[src/rtl/oscillator_phase_reader.sv]
// oscillator_phase_reader
//   Reads the phase of N free-running oscillators against a reference
//   oscillator. Every input is synchronized into clk. Over a window of
//   2^WINDOW_BITS cycles it counts, per oscillator, the cycles that disagree
//   with the reference. Each count is then thresholded into a spin bit and
//   handed to the annealing controller with a valid/ready handshake.
//
// Ports
//   clk, rst      system clock, synchronous active-high reset
//   osc_in[N]     asynchronous oscillator outputs
//   ref_in        asynchronous reference oscillator output
//   start         request a measurement (sampled in IDLE and HOLD only)
//   busy          high in SETTLE and MEASURE
//   result_valid  high in HOLD
//   result_ready  consumer accepts the result
//   spin[N]       1 = oscillator anti-phase to the reference
//   count_sel     selects the mismatch counter shown on count_out
//   count_out     mismatch count of the selected oscillator (0 if sel >= N)
//   ref_edges     reference rising edges seen in the window
//
// Build option
//   OSC_PHASE_READER_REF_EDGE_COUNT_EN : enables the reference edge counter.
//   When it is not defined, ref_edges is tied to 0.

module oscillator_phase_reader #(
    parameter int N           = 16,
    parameter int WINDOW_BITS = 8,
    parameter int SYNC_STAGES = 2
) (
    input  logic                   clk,
    input  logic                   rst,
    input  logic [N-1:0]           osc_in,
    input  logic                   ref_in,
    input  logic                   start,
    output logic                   busy,
    output logic                   result_valid,
    input  logic                   result_ready,
    output logic [N-1:0]           spin,
    input  logic [$clog2(N)-1:0]   count_sel,
    output logic [WINDOW_BITS:0]   count_out,
    output logic [WINDOW_BITS-1:0] ref_edges
);

    localparam int SETTLE_W = $clog2(SYNC_STAGES + 1);
    localparam logic [WINDOW_BITS:0] HALF_CNT = (WINDOW_BITS+1)'(1) << (WINDOW_BITS - 1);

    typedef enum logic [1:0] {IDLE, SETTLE, MEASURE, HOLD} state_t;

    state_t state_q, state_d;

    logic [SYNC_STAGES-1:0][N-1:0] osc_sync;
    logic [SYNC_STAGES-1:0]        ref_sync;
    logic [N-1:0]                  osync;
    logic                          rsync;

    logic [SETTLE_W-1:0]           settle_cnt;
    logic [WINDOW_BITS-1:0]        win_cnt;
    logic [N-1:0][WINDOW_BITS:0]   cnt;
    logic [N-1:0][WINDOW_BITS:0]   cnt_next;
    logic                          start_meas;
    logic                          settle_done;
    logic                          win_last;

    // Synchronizer chains; the last stage is the only one used downstream.
    always_ff @(posedge clk) begin
        if (rst) begin
            osc_sync <= '0;
            ref_sync <= '0;
        end else begin
            osc_sync[0] <= osc_in;
            ref_sync[0] <= ref_in;
            for (int s = 1; s < SYNC_STAGES; s++) begin
                osc_sync[s] <= osc_sync[s-1];
                ref_sync[s] <= ref_sync[s-1];
            end
        end
    end

    assign osync = osc_sync[SYNC_STAGES-1];
    assign rsync = ref_sync[SYNC_STAGES-1];

    // SETTLE spans SYNC_STAGES+1 cycles so that the first counted sample was
    // captured by the first stage strictly after start was accepted.
    assign settle_done = (settle_cnt == SETTLE_W'(SYNC_STAGES));
    assign win_last    = &win_cnt;

    always_comb begin
        state_d      = state_q;
        start_meas   = 1'b0;
        busy         = 1'b0;
        result_valid = 1'b0;
        case (state_q)
            IDLE: begin
                if (start) begin
                    state_d    = SETTLE;
                    start_meas = 1'b1;
                end
            end
            SETTLE: begin
                busy = 1'b1;
                if (settle_done) state_d = MEASURE;
            end
            MEASURE: begin
                busy = 1'b1;
                if (win_last) state_d = HOLD;
            end
            HOLD: begin
                result_valid = 1'b1;
                if (result_ready) begin
                    if (start) begin
                        state_d    = SETTLE;
                        start_meas = 1'b1;
                    end else begin
                        state_d = IDLE;
                    end
                end
            end
            default: state_d = IDLE;
        endcase
    end

    // Counter value including this cycle's sample, so the threshold taken on
    // the last window cycle sees the full count.
    always_comb begin
        for (int i = 0; i < N; i++)
            cnt_next[i] = cnt[i] + {{WINDOW_BITS{1'b0}}, osync[i] ^ rsync};
    end

    always_ff @(posedge clk) begin
        if (rst) begin
            state_q    <= IDLE;
            settle_cnt <= '0;
            win_cnt    <= '0;
            cnt        <= '0;
            spin       <= '0;
        end else begin
            state_q <= state_d;
            if (start_meas) begin
                settle_cnt <= '0;
                win_cnt    <= '0;
                cnt        <= '0;
            end else begin
                if (state_q == SETTLE) settle_cnt <= settle_cnt + 1'b1;
                if (state_q == MEASURE) begin
                    win_cnt <= win_cnt + 1'b1;
                    cnt     <= cnt_next;
                end
            end
            if (state_q == MEASURE && win_last) begin
                for (int i = 0; i < N; i++)
                    spin[i] <= (cnt_next[i] > HALF_CNT);
            end
        end
    end

    always_comb begin
        count_out = '0;
        if (int'(count_sel) < N) count_out = cnt[count_sel];
    end

`ifdef OSC_PHASE_READER_REF_EDGE_COUNT_EN
    logic                   rsync_d;
    logic [WINDOW_BITS-1:0] edges_q;

    // rsync_d tracks every cycle so the first window cycle already has a
    // valid previous sample to detect an edge against.
    always_ff @(posedge clk) begin
        if (rst) begin
            rsync_d <= 1'b0;
            edges_q <= '0;
        end else begin
            rsync_d <= rsync;
            if (start_meas)
                edges_q <= '0;
            else if (state_q == MEASURE && rsync && !rsync_d && !(&edges_q))
                edges_q <= edges_q + 1'b1;
        end
    end

    assign ref_edges = edges_q;
`else
    assign ref_edges = '0;
`endif

endmodule

[config.mk]
export PLATFORM = sky130hd
export DESIGN_NAME = oscillator_phase_reader
export DESIGN_NICKNAME = d
export VERILOG_FILES = /design/src/rtl/oscillator_phase_reader.sv
export SDC_FILE = /design/constraint.sdc
export NUM_CORES = 1
export LEC_CHECK = 0
export CELL_PAD_IN_SITES_DETAIL_PLACEMENT = 1
export CELL_PAD_IN_SITES_GLOBAL_PLACEMENT = 1
export CORE_ASPECT_RATIO = 0.75
export CORE_MARGIN = 4
export CORE_UTILIZATION = 25
export DETAILED_ROUTE_END_ITERATION = 8
export PLACE_DENSITY_LB_ADDON = 0.12
export SYNTH_ARGS = -nofsm -noshare
export SYNTH_HDL_FRONTEND = slang
export SYNTH_SLANG_ARGS = --single-unit
[constraint.sdc]
create_clock -name clk -period 2.7 [get_ports clk]
set_clock_uncertainty 0.2 [all_clocks]
set_input_delay 0.675 -clock clk [delete_from_list [all_inputs] [get_ports clk]]
set_output_delay 0.675 -clock clk [all_outputs]
set_load 0.05 [all_outputs]
==> results of run 1 <==
==> layout make-up <==
type	count	share of cell area, %
timing repair buffer	182	12.1
inverter	18	0.473
clock buffer	33	4.94
clock inverter	13	0.894
multi-input combinational	931	47.5
tap	586	5.13
antenna	1	0.0175
sequential	206	29.0
==> logic make-up after synthesis <==
logic type | share of synthesized area [%]
compound gates | 9.21
xor+xnor | 12.3
fa+ha+maj | 4.23
buf+inv | 5.00
flops | 35.8
mux | 12.8
other cells | 0.0325
simple gates | 20.6
==> synthesized netlist by cell type (all sizes together) <==
cell / count
a211oi: 2
a21oi: 51
a221oi: 2
a311o: 1
a311oi: 13
a31o: 12
a31oi: 1
and3: 26
and4: 3
buf: 30
clkbuf: 86
conb: 1
dfxtp: 206
ha: 39
inv: 18
mux2i: 34
mux4: 45
nand2: 82
nand2b: 12
nand3: 35
nand4: 48
nand4bb: 3
nor2: 159
nor2b: 34
nor3: 17
nor4: 25
nor4bb: 1
o211ai: 3
o21a: 1
o21ai: 38
o21bai: 1
o22ai: 1
o2bb2ai: 19
o311ai: 12
o31a: 3
or3: 38
xnor2: 31
xor2: 131
==> per-layer routing <==
metal / up-vias / wire length, um
met2: 153 / 15900
li1: 4664 / -
met3: 54 / 1790
met4: 0 / 977
met1: 4690 / 20100
met5: - / 0
==> state kept, by name (all words and copies together), names as in the netlist <==
register and cells:
settle_cnt 2, osc_sync 16, osync 16, state_q 2, spin 16, win_cnt 8, cnt 144, ref_sync 2
==> critical path: stages <==
cell and delay, ps:
buf_16 130, buf_12 140, mux4_2 540, mux4_2 560
buf_8 180
==> where the power goes <==
group	switching, uW	internal (uW)
Sequential	68.2	3110
Combinational	893	581
Clock	1440	2030
==> per-stage QoR <==
| step | std cells | hold slack (ps) |
|---|---|---|
| floorplan | 1271 | 214 |
| global placement | 1920 | 219 |
| detailed placement | 1920 | 227 |
| CTS | 1969 | 240 |
| global route | 1969 | 250 |
| finish | 1970 | 232 |
==> worst max path at each step <==
stage                   end    startpoint  slack, ps  cells after the start
3_5_place_dp   count_out[2]  count_sel[0]       -600                      5
4_1_cts        count_out[2]  count_sel[0]       -410                      5
5_1_grt        count_out[2]  count_sel[0]       -420                      5
3_3_place_gp   count_out[2]  count_sel[0]       -560                      5
6_report       count_out[2]  count_sel[0]       -420                      5
2_1_floorplan  count_out[5]  count_sel[0]       -220                      4
==> repair_timing <==
action / 4_1_cts / 5_1_grt
setup endpoints to repair: 18 / 18
gates resized for setup: 33 / 8
setup buffers: 0 / 0
pin swaps: 0 / 2
gates cloned: 3 / 0
==> flow_summary.yaml, run 1 <==
global_routing:
  grt_pass1_vias: 9603
  met1_usage_pct: 23.2
  antenna_found_initial: 9
  use_met3_pct: 2.95
  grt_max_degree: 46
  grt_busiest_layer: "met1"
  grtUsageMet2_pct: 22.7
  track_usage_pct: 15.4
  grt_pass1_wl_um: 60200
  grt_overflow: 0
placement:
  io_buffers: 51
  place_ws_ps: -598
  place_area_mm2: 0.0133
  hpwl_um: 30000
  place.gp.congestion: 0.844
clock_network:
  cts_tree: "done"
  path_clk_slew_ps: 60
  clock_sinks: 206
  clock_latency_ps: 550
  root_buffer: "clkbuf_16"
  cts_buffers: 25
  postCtsHoldBufs: 0
  clock_path_buffers: 3
  h-tree-depth: 1
routing:
  drt-initial-drc-count: 522
  routed_via_density: 4.85
  first_pass_iters: 4
  drt_wl_total_um: 38800
  routedWlPerCell_um: 19.7
  drc: 0
  antenna_left: 0
  num_vias: 9561
logic_synthesis:
  synth_top_area_share_pct: 35.8
  synth_area_leader_cell: "dfxtp_1"
  netlist_top_cells_area: "dfxtp_1, xor2_1, mux4_1, nor2_1, ha_1"
  seq_area_frac_synth_pct: 35.8
  yosysWarnings: 0
  synthDistinctLibCells: 44
  synth_area_mm2: 0.0115
  synth-seq-cells: 206
  syn-instance-count: 1264
  syn_avg_cell_area_um2: 9.12
min_path:
  hold_depth: 1
  hp-class: "reg -> reg"
  hp-start: "ref_sync[0]"
  hold-path-endpoint: "ref_sync[1]"
timing:
  finalWorstSetupSlack_ps: -415
  fin_setup_tns_ps: -3330
  worstMarginPinSlew_ps: 577
  timing.fmax_ghz: 0.321
  fin_crit_sh_pct: 115
  rsz0062_at_grt: "true"
  layout_min_cycle_time_ps: 3120
  setup_viol: 9
  drv_slew: 0
  relSlewSlack_pct: 61.4
  hold_viol: 0
worst_setup_path:
  r2r_cells: 8
  cp.arrival_ps: 2240
  cp-start-kind: "input pin"
  required_ps: 1820
  reg2reg_to: "spin[12]"
  end_kind: "output pin"
  criticalPathCategory: "in -> out"
  r2r_setup_slack_ps: 200
  critPathMaxFanout: 6
  reg2reg_from: "osync[12]"
cells_and_area:
  syn_to_final_growth_pct: 23.9
  layout_commonest_cell: "dfxtp_1"
  utilization_pct: 31.7
  final_area_mm2: 0.0143
  final_cell_mix: "dfxtp_1, nor2_1, xor2_1"
  layout-drive-gt1-share_pct: 18.9
  ff_latch_area_mm2: 0.00414
  multi_input_area_mm2: 0.00678
  finalNetCount: 1428
  fillers: 5127
run:
  maxCapViolCount: 0
floorplanning:
  die-height_um: 194
  die_w_um: 256
  core.rowCount: 67
  ios: 60
  die-area_mm2: 0.0496
  core_mm2: 0.0451
  start_util_pct: 25.6
power:
  leakage_uw: 0.00552
  total_power_uw: 8120
  max-vdd-ir-drop_v: 0.000383
  p_per_area_mw_per_mm2: 569
run_status:
  violations: "setup timing"
  status: "finished with violations"
Power figures use the tool's default switching activity.
==> inputs of run 2 (changes only) <==
- CAP_MARGIN: not set -> 20
==> results of run 2 <==
Same layout as run 1: the final DEF is identical, and so are final timing and power.
